## src/rtl/tank_pkg.sv

```systemverilog
// rtl/tank_pkg.sv - shared types and constants for the tank projectile controller
package tank_pkg;

   localparam int         COORD_W  = 10;
   localparam logic [7:0] FIRE_KEY = 8'h2C;

   typedef enum logic {READY, COOLDOWN} fire_state_t;

   typedef struct packed {
      logic               act;
      logic [COORD_W-1:0] x;
      logic [COORD_W-1:0] y;
   } shot_t;

endpackage

```

## src/rtl/shot_slot.sv

```systemverilog
// rtl/shot_slot.sv - one projectile slot: spawn, hit retire, top-edge retire, upward motion
module shot_slot
   import tank_pkg::*;
#(
   parameter int SHOT_STEP  = 4,
   parameter int SHOT_Y_MIN = 0
) (
   input  logic               frame_clk,
   input  logic               Reset,
   input  logic               load,
   input  logic [COORD_W-1:0] load_x,
   input  logic [COORD_W-1:0] load_y,
   input  logic               hit,
   output shot_t              shot
);

   // Below this Y a further step would cross the top edge, so the shot retires instead.
   localparam logic [COORD_W-1:0] Y_LIMIT = COORD_W'(SHOT_Y_MIN + SHOT_STEP);
   localparam logic [COORD_W-1:0] STEP    = COORD_W'(SHOT_STEP);

   shot_t shot_q;

   // Slot state update; a load only ever targets an idle slot, so it sits above the flight rules.
   always_ff @(posedge frame_clk or posedge Reset) begin
      if (Reset) begin
         shot_q <= '0;
      end else if (load) begin
         shot_q.act <= 1'b1;
         shot_q.x   <= load_x;
         shot_q.y   <= load_y;
      end else if (shot_q.act && hit) begin
         shot_q.act <= 1'b0;
      end else if (shot_q.act && (shot_q.y < Y_LIMIT)) begin
         shot_q.act <= 1'b0;
      end else if (shot_q.act) begin
         shot_q.y <= shot_q.y - STEP;
      end
   end

   assign shot = shot_q;

endmodule

```

## src/rtl/tank_shot_ctrl.sv

```systemverilog
// rtl/tank_shot_ctrl.sv - fire-key edge detect, launch cooldown and projectile slot management
module tank_shot_ctrl #(
   parameter int NUM_SHOTS    = 4,
   parameter int SHOT_STEP    = 4,
   parameter int SPAWN_OFFSET = 8,
   parameter int SHOT_Y_MIN   = 0,
   parameter int COOLDOWN     = 10
) (
   input  logic                    frame_clk,
   input  logic                    Reset,
   input  logic [7:0]              keycode,
   input  logic [9:0]              TankX,
   input  logic [9:0]              TankY,
   input  logic [NUM_SHOTS-1:0]    ShotHit,
   output logic [NUM_SHOTS-1:0]    ShotActive,
   output logic [NUM_SHOTS*10-1:0] ShotX,
   output logic [NUM_SHOTS*10-1:0] ShotY,
   output logic                    FirePulse,
   output logic                    FireDrop
);

   import tank_pkg::*;

   // Counter only has to hold COOLDOWN-1.
   localparam int                 CNT_W     = (COOLDOWN > 1) ? $clog2(COOLDOWN) : 1;
   localparam logic [CNT_W-1:0]   CNT_INIT  = CNT_W'(COOLDOWN - 1);
   localparam logic [COORD_W-1:0] SPAWN_OFF = COORD_W'(SPAWN_OFFSET);
   localparam logic [COORD_W-1:0] SPAWN_MIN = COORD_W'(SHOT_Y_MIN + SPAWN_OFFSET);

   logic [7:0]           key_prev;
   logic                 press;
   fire_state_t          state;
   logic [CNT_W-1:0]     cnt;
   logic [NUM_SHOTS-1:0] act_vec;
   logic [NUM_SHOTS-1:0] free_onehot;
   logic                 free_found;
   logic                 attempt;
   logic                 launch;
   logic                 reject;
   logic [COORD_W-1:0]   spawn_y;
   shot_t                slot_q [NUM_SHOTS];

   // Remember last keycode so a held fire key counts as a single press.
   always_ff @(posedge frame_clk or posedge Reset) begin
      if (Reset) key_prev <= 8'h00;
      else       key_prev <= keycode;
   end

   assign press = (keycode == FIRE_KEY) && (key_prev != FIRE_KEY);

   // Lowest-index idle slot, judged on the flags registered before this edge.
   always_comb begin
      free_onehot = '0;
      free_found  = 1'b0;
      for (int i = 0; i < NUM_SHOTS; i++) begin
         if (!act_vec[i] && !free_found) begin
            free_onehot[i] = 1'b1;
            free_found     = 1'b1;
         end
      end
   end

   // A spawn above the legal top edge would underflow, so such a press is rejected.
   assign attempt = (state == tank_pkg::READY) && press;
   assign launch  = attempt && free_found && (TankY >= SPAWN_MIN);
   assign reject  = attempt && !launch;
   assign spawn_y = TankY - SPAWN_OFF;

   // Fire FSM: a launch blocks further launches for COOLDOWN frames; rejections stay READY.
   always_ff @(posedge frame_clk or posedge Reset) begin
      if (Reset) begin
         state <= tank_pkg::READY;
         cnt   <= '0;
      end else begin
         case (state)
            tank_pkg::READY: begin
               if (launch) begin
                  state <= tank_pkg::COOLDOWN;
                  cnt   <= CNT_INIT;
               end
            end
            default: begin
               if (cnt == '0) state <= tank_pkg::READY;
               else           cnt   <= cnt - 1'b1;
            end
         endcase
      end
   end

   // One-frame launch and rejection indicators.
   always_ff @(posedge frame_clk or posedge Reset) begin
      if (Reset) begin
         FirePulse <= 1'b0;
         FireDrop  <= 1'b0;
      end else begin
         FirePulse <= launch;
         FireDrop  <= reject;
      end
   end

   genvar g;
   generate
      for (g = 0; g < NUM_SHOTS; g++) begin : g_slot
         shot_slot #(
            .SHOT_STEP  (SHOT_STEP),
            .SHOT_Y_MIN (SHOT_Y_MIN)
         ) u_slot (
            .frame_clk (frame_clk),
            .Reset     (Reset),
            .load      (launch && free_onehot[g]),
            .load_x    (TankX),
            .load_y    (spawn_y),
            .hit       (ShotHit[g]),
            .shot      (slot_q[g])
         );
      end
   endgenerate

   // Flatten slot records onto the sprite/collision buses.
   always_comb begin
      act_vec = '0;
      ShotX   = '0;
      ShotY   = '0;
      for (int i = 0; i < NUM_SHOTS; i++) begin
         act_vec[i]          = slot_q[i].act;
         ShotX[10*i +: 10]   = slot_q[i].x;
         ShotY[10*i +: 10]   = slot_q[i].y;
      end
   end

   assign ShotActive = act_vec;

endmodule

```

## config.mk

```make
export PLATFORM = sky130hd
export DESIGN_NAME = tank_shot_ctrl
export DESIGN_NICKNAME = d
export VERILOG_FILES = /design/src/rtl/tank_pkg.sv /design/src/rtl/shot_slot.sv /design/src/rtl/tank_shot_ctrl.sv
export SDC_FILE = /design/constraint.sdc
export NUM_CORES = 1
export LEC_CHECK = 0
export CAP_MARGIN = 40
export CORE_MARGIN = 2
export CORE_UTILIZATION = 45
export CTS_CLUSTER_DIAMETER = 30
export CTS_CLUSTER_SIZE = 40
export DETAILED_ROUTE_END_ITERATION = 8
export PLACE_DENSITY = 0.84
export SYNTH_ARGS = -nofsm -noshare
export SYNTH_HDL_FRONTEND = slang
export SYNTH_SLANG_ARGS = --single-unit
```

## constraint.sdc

```tcl
create_clock -name frame_clk -period 4.8 [get_ports frame_clk]
set_clock_uncertainty 0.05 [all_clocks]
set_input_delay 0.72 -clock frame_clk [delete_from_list [all_inputs] [get_ports frame_clk]]
set_output_delay 0.72 -clock frame_clk [all_outputs]
set_load 0.05 [all_outputs]
```

==> results of run 1 <==
placed cells by master (no fill, tap or decap), drive strengths merged, types with 6 or more instances in the layout:
cell type,n
nor2,28
inv,24
a21oi,18
clkdlybuf4s50,119
nand2b,8
xnor2,6
nand4,6
ha,6
clkbuf,10
nor3,8
mux2,36
o21ai,12
buf,7
or3,8
o22ai,6
nor3b,6
dfrtp,99
nand3,12
nand2,56
o211ai,8
through the flow:
| stage | setup slack [ps] | hold WS (ps) |
|---|---|---|
| 6_report | 1670 | 422 |
| 4_1_cts | 1690 | 425 |
| 3_3_place_gp | 1380 | 399 |
| 5_1_grt | 1460 | 447 |
| 3_5_place_dp | 1290 | 405 |
| 2_1_floorplan | 1440 | 416 |
power groups by stage:
stage,clock [mW],combinational [mW],sequential (mW)
2_1_floorplan,0,0.0895,1.02
3_3_place_gp,0,0.311,0.920
3_5_place_dp,0,0.318,0.922
4_1_cts,0.645,0.320,0.906
5_1_grt,0.678,0.340,0.913
6_report,0.637,0.318,0.906
path summary, 6_finish.rpt:
path	from	depth (start not counted)	slack, ps	to
max	TankY[3]	6	1670	g_slot[1].u_slot.shot[13]
min	g_slot[0].u_slot.shot[14]	2	420	g_slot[0].u_slot.shot[14]
max reg2reg	key_prev[4]	5	2150	g_slot[1].u_slot.shot[13]
min reg2reg	g_slot[0].u_slot.shot[14]	2	420	g_slot[0].u_slot.shot[14]
max in group asynchronous	Reset	3	3210	g_slot[3].u_slot.shot[10]
min in group asynchronous	Reset	2	580	g_slot[1].u_slot.shot[15]
cell families (layout without fill, tap and decap cells):
kind of cell	Yosys count	after routing	synth area share
xor gates and xnor gates	9	9	0.0171
DFF	99	99	0.537
AOI/OAI and AO/OA	77	77	0.116
and+or+nand+nor	156	156	0.178
buffers and inverters	35	166	0.0375
adders and majority gates	6	6	0.0163
muxes	38	38	0.0980
area by class of cell:
cell class	instances	area (um^2)	area share
Clock buffer	10	128	0.0206
Clock inverter	6	113	0.0182
Inverter	24	91.3	0.0147
Multi-Input combinational cell	286	1960	0.316
Sequential cell	99	2480	0.400
Tap cell	133	166	0.0268
Timing Repair Buffer	126	1260	0.204
registers in the layout, summed over array words and instances (netlist names):
register            count
FireDrop                1
FirePulse               1
cnt                     4
g_slot.u_slot.shot     84
key_prev                8
state                   1
worst max-delay path, cell delays in order:
cell	delay (ps)
clkdlybuf4s50_1	480
nor3_1	350
nand3_1	380
nand3_1	790
buf_4	280
mux2_2	340
routing by layer:
layer	global-route usage	up-vias
li1	-	1768
met1	0.283	1850
met2	0.356	136
met3	0.0538	25
met4	0.0829	0
met5	0	-
==> metrics.cfg, run 1 <==
[die]
initial_core_util = 0.467
pin_count = 120
die_x_um = 105
die-area_um2 = 11100
core_um2 = 9860
num_rows = 36
die_h_um = 105

[timing]
setup_violations = 0
rsz0062_at_grt = no
tightestPinTransition_ps = 860
period_share = 0.652
post-route-min-period_ps = 3130
setup_tns_ps = 0
max_freq_mhz = 320
drv_slew = 0
timing_hold_violations_final = 0
relSlewSlack = 0.425

[run]
max_cap_violations = 0

[route]
drc_errors = 0
wl_met3_um = 782
drt_pass1_iterations = 5
antenna_left = 0
met1Wirelength_mm = 4.94
wl_met2_mm = 5.88
wl_mm = 11.9
vias = 3779
routedWlPerCell_um = 17.4
maxUsedRoutingLayer = met4
via_per_inst = 5.52
drtIter0Drc = 283

[critical_path]
path_class = in -> reg
cp_max_fo = 18
cp.required_ps = 5010
cp.arrival_ps = 3330
start_kind = primary input
crit_path_end_kind = flip-flop

[logic_synthesis]
yosysWarnings = 0
synthCells = 420
synthMostInstantiatedCell = dfrtp_1
synth_area_leaders = dfrtp_1 (54%), mux2_2 (7.1%), nand2_1 (4.6%)
synth_area_um2 = 4610
netlist.area_leader.share = 0.537
synth-seq-cells = 99
synth-edff-count = 0
synthArstFlopShare = 1.00
synth_flop_cell = dfrtp_1
syn_nets = 460
ys_seq_area_frac = 0.537
synth.distinct_cells = 60
yosys.area.top_type = dfrtp_1
synth.avg_cell_area_um2 = 11.0
netlist_top_cells_count = dfrtp_1 (99), nand2_1 (56), mux2_2 (29)

[pwr]
ir_drop_uv = 198
power_per_cell_area_nw_per_um2 = 300
switching_share = 0.284
p_comb_frac = 0.171
intPower_mw = 1.33
clkPwrFrac = 0.342
power.total_mw = 1.86
leakage_nw = 2.86
p_seq_frac = 0.487
p_sw_uw = 529

[clock_network]
cts.repair.resized = 0
cts_setup_buffers = 0
cts_tree = yes
cts.sinks = 99
cts.clk_slew.worst_paths_ps = 100
hold_buffers = 0
clk-insertion-delay-late_ps = 360
cts_made_buffers = 9
clockBufferDepth = 2
cts_root_buffer = clkbuf_8
cts.htree.levels = 3

[final_layout]
antenna_cells = 0
syn_to_final_growth_pct = 34.5
drive_gt1_frac = 0.125
finalNetCount = 586
design_area_um2 = 6200
layout.cells.non_filler = 684
finalCoreUtilization = 0.628
fill_cells = 778

[global_routing]
track_usage = 0.219
grt_overflow = 0
grt_pass1_wl_mm = 19.1
grt_max_degree = 48
grt_pass1_vias = 3746
antenna_found_initial = 0

[place]
dp_hpwl_mm = 8.97
dpl-instance-area_um2 = 5960
io_buffers = 119
place.gp.congestion = 0.891
placed_cells_incl_taps = 668

[status]
outcome = completed

[worst_hold_path]
hold_class = reg -> reg

Power figures use the tool's default switching activity.
==> run 2, diff against run 1 <==
clock period = 3.1 ns   (was 4.8 ns; I/O delays follow)
==> run 2 against run 1 <==
Compared with the run above:
- critical path depth up 1
- critical path type is now reg -> reg
- first-iteration DRC count down 12%
- setup slack worse by 1100 ps
- flip-flop and latch count unchanged
- register-to-register slack worse by 1600 ps
- final area down 0.24%
- sequential share of layout area up 0.097 points
- highest routed layer unchanged
- non-clock buffer count up 4
- utilization down 0.15 points
- cell count up 0.58%
==> metrics.cfg, run 2 (synthesis gave the netlist of run 1 again) <==
[route]
via_per_inst = 5.54
routedWlPerCell_um = 17.6
drt_pass1_iterations = 5
vias = 3813
antenna_left = 0
wl_mm = 12.1
drc_errors = 0
drtIter0Drc = 248

[clock_network]
hold_buffers = 0
cts.htree.levels = 3
cts_root_buffer = clkbuf_8
cts_tree = yes
clockBufferDepth = 2
clk-insertion-delay-late_ps = 370
cts.clk_slew.worst_paths_ps = 100
cts.sinks = 99
cts_setup_buffers = 0
cts.repair.resized = 0
cts_made_buffers = 9

[critical_path]
reg2reg_to = g_slot[2].u_slot.shot[8]
cp.required_ps = 3320
r2r_setup_slack_ps = 590
reg2regPathDepth = 7
crit_slowest_cell = a31oi_1
critical_path.cell_chain = inv_1, ha_1, nor3b_1, a311oi_1, a31oi_1, o21bai_1, o211a_1
crit_path_end_kind = flip-flop
cp_max_fo = 6
cp.arrival_ps = 2730
worst_path_largest_cell_delay_ps = 560
worstReg2RegStart = g_slot[2].u_slot.shot[2]
start_kind = flip-flop
startpoint = g_slot[2].u_slot.shot[2]
endpoint = g_slot[2].u_slot.shot[8]
path_class = reg -> reg

[final_layout]
final_common_cell = clkdlybuf4s50_1
finalNetCount = 590
syn_to_final_growth_pct = 34.1
fill_cells = 765
largest_reg_flops = 84
final_cell_mix = clkdlybuf4s50_1 (119), dfrtp_1 (99), nand2_1 (56)
multi_input_area_um2 = 1960
final-seq-area_um2 = 2480
antenna_cells = 0
design_area_um2 = 6180
drive_gt1_frac = 0.133
layout.cells.non_filler = 688

[status]
outcome = completed

[global_routing]
grt_pass1_vias = 3771
antenna_found_initial = 0
grt_max_degree = 67
track_usage = 0.221
grt_overflow = 0
grt_pass1_wl_mm = 19.3

[timing]
setup_violations = 0
drv_slew = 0
period_share = 0.809
hold_slack_ps = 429
timing_hold_violations_final = 0
tightestPinTransition_ps = 838
max_freq_mhz = 399
post-route-min-period_ps = 2510
relSlewSlack = 0.437
setup_tns_ps = 0
rsz0062_at_grt = no

[run]
max_cap_violations = 0

[place]
io_buffers = 119
dpl-instance-area_um2 = 6000
dp_hpwl_mm = 8.85
place.gp.congestion = 0.864
placed_cells_incl_taps = 672

[die]
die_h_um = 105
core_um2 = 9860
pin_count = 120
die_x_um = 105
initial_core_util = 0.467
die-area_um2 = 11100
num_rows = 36

[pwr]
ir_drop_uv = 275
leakage_nw = 2.84
power_per_cell_area_nw_per_um2 = 435

[worst_hold_path]
hold_class = reg -> reg

==> run 2: layer usage <==
layer	track usage	share of wire	vias to the layer above
met3	0.0464	0.071	25
met2	0.367	0.50	137
met1	0.286	0.40	1880
li1	-	-	1771
met4	0.0762	0.021	0
met5	0	0	-
==> run 2: final cells by class <==
| type | count | share of cell area |
|---|---|---|
| Sequential cell | 99 | 0.401 |
| Multi-Input combinational cell | 286 | 0.317 |
| Timing Repair Buffer | 130 | 0.211 |
| Tap cell | 133 | 0.0269 |
| Clock buffer | 10 | 0.0223 |
| Inverter | 24 | 0.0152 |
| Clock inverter | 6 | 0.00749 |
==> run 2: critical path: cells and delay by family (launching register included) <==
family	cells	cell delay [ps]
and+or+nand+nor	1	480
DFF	1	400
adders and majority gates	1	170
AOI/OAI and AO/OA	4	1210
buffers and inverters	1	90
==> run 2: metrics by stage <==
step | power [mW] | util | worst slack, ps
6_report | 2.69 | 0.627 | 591
5_1_grt | 2.80 | 0.627 | 435
4_1_cts | 2.70 | 0.627 | 619
3_5_place_dp | 1.93 | 0.608 | 320
2_1_floorplan | 1.71 | - | 681
3_3_place_gp | 1.91 | 0.607 | 171
==> run 2: worst min-delay path by stage <==
stage               depth (start not counted)                         to                      start
finish                                      2   g_slot[0].u_slot.shot[0]   g_slot[0].u_slot.shot[0]
global route                                2   g_slot[0].u_slot.shot[0]   g_slot[0].u_slot.shot[0]
CTS                                         2  g_slot[0].u_slot.shot[19]  g_slot[0].u_slot.shot[19]
detailed placement                          2  g_slot[0].u_slot.shot[12]  g_slot[0].u_slot.shot[12]
global placement                            2  g_slot[0].u_slot.shot[10]  g_slot[0].u_slot.shot[10]
floorplan                                   1                     cnt[0]                     cnt[0]
==> run 2: power breakdown <==
group	total (mW)	leakage, nW	internal, mW	switching, mW
logic	0.495	1.44	0.182	0.313
registers	1.41	1.32	1.34	0.0619
clock network	0.786	0.0897	0.321	0.465
==> run 3, diff against run 2 <==
clock period = 2.5 ns   (was 3.1 ns; I/O delays follow)
==> run 3 against run 2 <==
Compared with the run above:
- die area unchanged
- total power increased by 25%
- critical path depth decreased by 1
- cell count increased by 1.6%
- flip-flop and latch count unchanged
- via count increased by 2.1%
- sequential share of layout area decreased by 0.83 points
- combinational power increased by 29%
- fmax increased by 6.0%
- setup slack got worse by 460 ps
- critical path type unchanged
- critical endpoint is now g_slot[0].u_slot.shot[8]
- largest cell class unchanged
==> metrics.cfg, run 3 (synthesis gave the netlist of run 1 again) <==
[place]
dp_hpwl_mm = 9.14
place.gp.congestion = 0.916
placed_cells_incl_taps = 683
dp_slack_ps = 16.6
io_buffers = 119
dpl-instance-area_um2 = 6120

[final_layout]
final_cell_mix = clkdlybuf4s50_1 (119), dfrtp_1 (99), nand2_1 (56)
largest_reg_flops = 84
finalNetCount = 601
antenna_cells = 0
layout.cells.non_filler = 699
syn_to_final_growth_pct = 37.0
drive_gt1_frac = 0.154
design_area_um2 = 6310
final_common_cell = clkdlybuf4s50_1

[clock_network]
cts_made_buffers = 9
clk-insertion-delay-late_ps = 360
clockBufferDepth = 2
cts_root_buffer = clkbuf_8
hold_buffers = 0
cts.clk_slew.worst_paths_ps = 100
cts.htree.levels = 3
cts_tree = yes
cts.sinks = 99

[critical_path]
worstReg2RegStart = g_slot[0].u_slot.shot[3]
start_kind = flip-flop
crit_path_end_kind = flip-flop
critical_path.cell_chain = inv_1, ha_1, or3b_1, or4_1, or3b_2, nand3_1
cp.required_ps = 2750
reg2reg_to = g_slot[0].u_slot.shot[8]
r2r_setup_slack_ps = 130
reg2regPathDepth = 6
path_class = reg -> reg
cp_max_fo = 6
crit_slowest_cell = or4_1
worst_path_largest_cell_delay_ps = 530
cp.arrival_ps = 2620

[timing]
max_freq_mhz = 422
timing_hold_violations_final = 0
relSlewSlack = 0.521
tightestPinTransition_ps = 717
hold_slack_ps = 412
drv_slew = 0
rsz0062_at_grt = no
post-route-min-period_ps = 2370
worst_slack_ps = 133
period_share = 0.947
setup_tns_ps = 0
setup_violations = 0

[die]
pin_count = 120
die_h_um = 105
die-area_um2 = 11100
initial_core_util = 0.467
core_um2 = 9860
num_rows = 36
die_x_um = 105

[route]
antenna_left = 0
drc_errors = 0
via_per_inst = 5.57
drt_pass1_iterations = 5
drtIter0Drc = 190
routedWlPerCell_um = 17.5
vias = 3893
wl_mm = 12.2

[worst_hold_path]
hold_class = in -> async

[global_routing]
antenna_found_initial = 0
track_usage = 0.224
grt_pass1_wl_mm = 19.8
grt_overflow = 0
grt_max_degree = 30
grt_pass1_vias = 3939

[pwr]
power_per_cell_area_nw_per_um2 = 531
leakage_nw = 2.92
ir_drop_uv = 257

[run]
max_cap_violations = 0

[status]
outcome = completed

==> run 3: cell types whose count changed in the layout (fill, tap and decap cells not counted), sizes merged <==
| cell | previous run | this run |
|---|---|---|
| buf | 11 | 22 |
| clkinv | 1 | 2 |
| inv | 26 | 25 |
==> run 3: what timing repair did <==
action	4_1_cts	5_1_grt
gates resized for setup	0	2
setup buffers	0	0
setup endpoints to repair	0	8
==> run 3: cell type report <==
cell class	instances	area [um^2]
fill	774	3550
sequential	99	2480
multi-input combinational	286	1970
timing repair buffer	141	1420
tap	133	166
clock buffer	10	138
inverter	24	93.8
clock inverter	6	48.8
==> run 3: worst max-delay path, delay by kind of cell (launching register included) <==
family | cells | cell delay (ps)
adders and majority gates | 1 | 190
buffers and inverters | 1 | 90
DFF | 1 | 430
and+or+nand+nor | 4 | 1550
==> run 3: worst max-delay path by stage <==
stage          cells past startpoint                        to  slack (ps)                startpoint
5_1_grt                            6  g_slot[0].u_slot.shot[8]          60  g_slot[0].u_slot.shot[3]
6_report                           6  g_slot[0].u_slot.shot[8]         130  g_slot[0].u_slot.shot[3]
3_5_place_dp                       6  g_slot[1].u_slot.shot[0]          20                  TankY[3]
2_1_floorplan                      6  g_slot[0].u_slot.shot[8]          80  g_slot[0].u_slot.shot[2]
4_1_cts                            6  g_slot[0].u_slot.shot[8]         140  g_slot[0].u_slot.shot[3]
3_3_place_gp                       6  g_slot[1].u_slot.shot[9]          70                keycode[2]
==> run 3: stage by stage <==
step                power (mW)  utilization
floorplan                 2.12            -
global placement          2.39        0.620
detailed placement        2.41        0.620
CTS                       3.37        0.639
global route              3.48        0.640
finish                    3.35        0.640
==> run 3: where the power goes <==
group	internal [mW]	switching [mW]
logic	0.243	0.398
registers	1.67	0.0715
clock network	0.400	0.576
==> run 3: metal layers <==
metal / global-route usage / up-vias / routed length (um)
li1: - / 1804 / -
met1: 0.278 / 1946 / 5040
met2: 0.379 / 119 / 6250
met3: 0.0489 / 24 / 621
met4: 0.0914 / 0 / 296
met5: 0 / - / 0
==> variant (flow settings as in run 2) <==
The parameter `COOLDOWN` goes from 10 to 11.
--- a/src/rtl/tank_shot_ctrl.sv
+++ b/src/rtl/tank_shot_ctrl.sv
@@ -4,7 +4,7 @@
    parameter int SHOT_STEP    = 4,
    parameter int SPAWN_OFFSET = 8,
    parameter int SHOT_Y_MIN   = 0,
-   parameter int COOLDOWN     = 10
+   parameter int COOLDOWN     = 11
 ) (
    input  logic                    frame_clk,
    input  logic                    Reset,
Function: no difference found for any inputs over 10 cycles, from zero or initial values and one cycle with Reset high; that may be too few to reach the edited logic, so the function may still have changed.
==> variant against run 2 <==
  * Sequential power fell by 5%
  * Area after synthesis rose by 1.6%
  * First-iteration DRC count fell by 33%
  * Die area rose by 1.5%
  * Synthesized cell count rose by 4.5%
  * Setup slack barely moved
  * Power fell by 10%
  * Wire length rose by 0.99%
  * Sequential cell count did not move
  * Final area rose by 0.63%
==> variant: results <==
[status]
outcome = finished, final reports clean

[cells_and_area]
design.final.nets = 605
drive_above_1_share = 0.1263
filler_cell_count = 821

[pwr]
power.switching_fraction = 0.2810
vdd_ir_drop_max_mv = 0.2546
p_comb_uw = 288
post-layout-total-power_mw = 2.417
pg_clk_uw = 785
p_leak_nw = 2.903

[synth]
post_synth_num_cell_types = 64
synth_fp_nets = 479
post_synth_main_area_contributors = sky130_fd_sc_hd__dfrtp_1 53%, sky130_fd_sc_hd__nand2_1 7.1%, sky130_fd_sc_hd__mux2_2 5.1%
post_synth.cell_area_avg_um2 = 10.67
synthXorXnorAreaFrac = 0.02619
synth_fa_ha_area_frac = 0.01603
synth_common_cells = 99 x sky130_fd_sc_hd__dfrtp_1, 89 x sky130_fd_sc_hd__nand2_1, 26 x sky130_fd_sc_hd__nor2_1
synth-compound-area-share = 0.08632
synth.area.mux_share = 0.08151
synth_sequential_area_ratio = 0.5291

[worst_setup_path]
crit_fanout = 9
max_stage_delay_ns = 0.50
reg2reg_setup_slack_ns = 0.59
worstReg2RegEnd = g_slot[3].u_slot.shot[8]$_DFFE_PP0P_
r2r.worst_path.cells = 8
data_arrival_time_at_the_worst_slack_endpoint_ns = 2.70
cp-startpoint = g_slot[3].u_slot.shot[2]$_DFFE_PP0P_
timing.critical_path.slowest_stage_cell = sky130_fd_sc_hd__or4b_4

[placement]
dp.cells = 690
gp_congestion = 0.8797
dpl_cell_area_um2 = 6041
dp_hpwl_mm = 9.273
place_ws_ns = 0.3649

[grt]
grt_antenna_before_repair = 0
grt_start_max_net_pins = 43
grt.met2_usage = 0.3829
wire_length_of_the_first_global_routing_pass_mm = 19.65
first_global_vias = 3889
grt_util_all_layers = 0.2221
grtUsageMet3 = 0.04844
use_met1 = 0.2759

[clock_tree]
cts_setup_buffers = 0
maximum_clock_insertion_buffer_count = 2
ctsHtreeMaxLevel = 3
post_cts.resized_instances = 0
cts_root_buffer = sky130_fd_sc_hd__clkbuf_8

[sta]
timing.fmax_ghz = 0.3985
worstMarginPinSlew_ns = 0.7554
fin_hold_ws_ns = 0.4192

[detailed_routing]
met2WireLength_mm = 6.230
drt-initial-drc-count = 167
met3RoutedLength_um = 776
detail_route.wirelength_mm = 12.21
route.layer.met1.wl_mm = 4.928
drtPass1Iterations = 4
drt-vias-per-instance = 5.482
routedWlPerCell_um = 17.30

[min_path]
count_of_cells_along_the_worst_hold_path = 2
hold_path_end = g_slot[3].u_slot.shot[17]$_DFFE_PP0P_
hold_start = g_slot[3].u_slot.shot[17]$_DFFE_PP0P_
==> variant: layout make-up <==
class	count	area, um^2	share of cell area
Sequential cell	99	2477	0.3982
Multi-Input combinational cell	307	2039	0.3278
Timing Repair Buffer	129	1279	0.2055
Tap cell	136	170.2	0.02735
Clock buffer	9	123.9	0.01991
Inverter	19	75.07	0.01207
Clock inverter	7	57.56	0.009250
==> variant: cells by family (layout without fill, tap and decap cells) <==
kind of cell,after synthesis,count (layout)
AO/OA/AOI/OAI,58,58
XOR/XNOR,14,14
adder cells (fa/ha/maj),6,6
buffers and inverters,33,164
flip-flops,99,99
multiplexers,33,33
AND/OR/NAND/NOR,196,196
==> variant: worst max-delay path: cells and delay by family (launching register included) <==
kind            cells  cell delay, ns
buf+inv             2            0.35
flops               1            0.44
fa+ha+maj           1            0.19
compound gates      2            0.71
simple gates        3            0.65
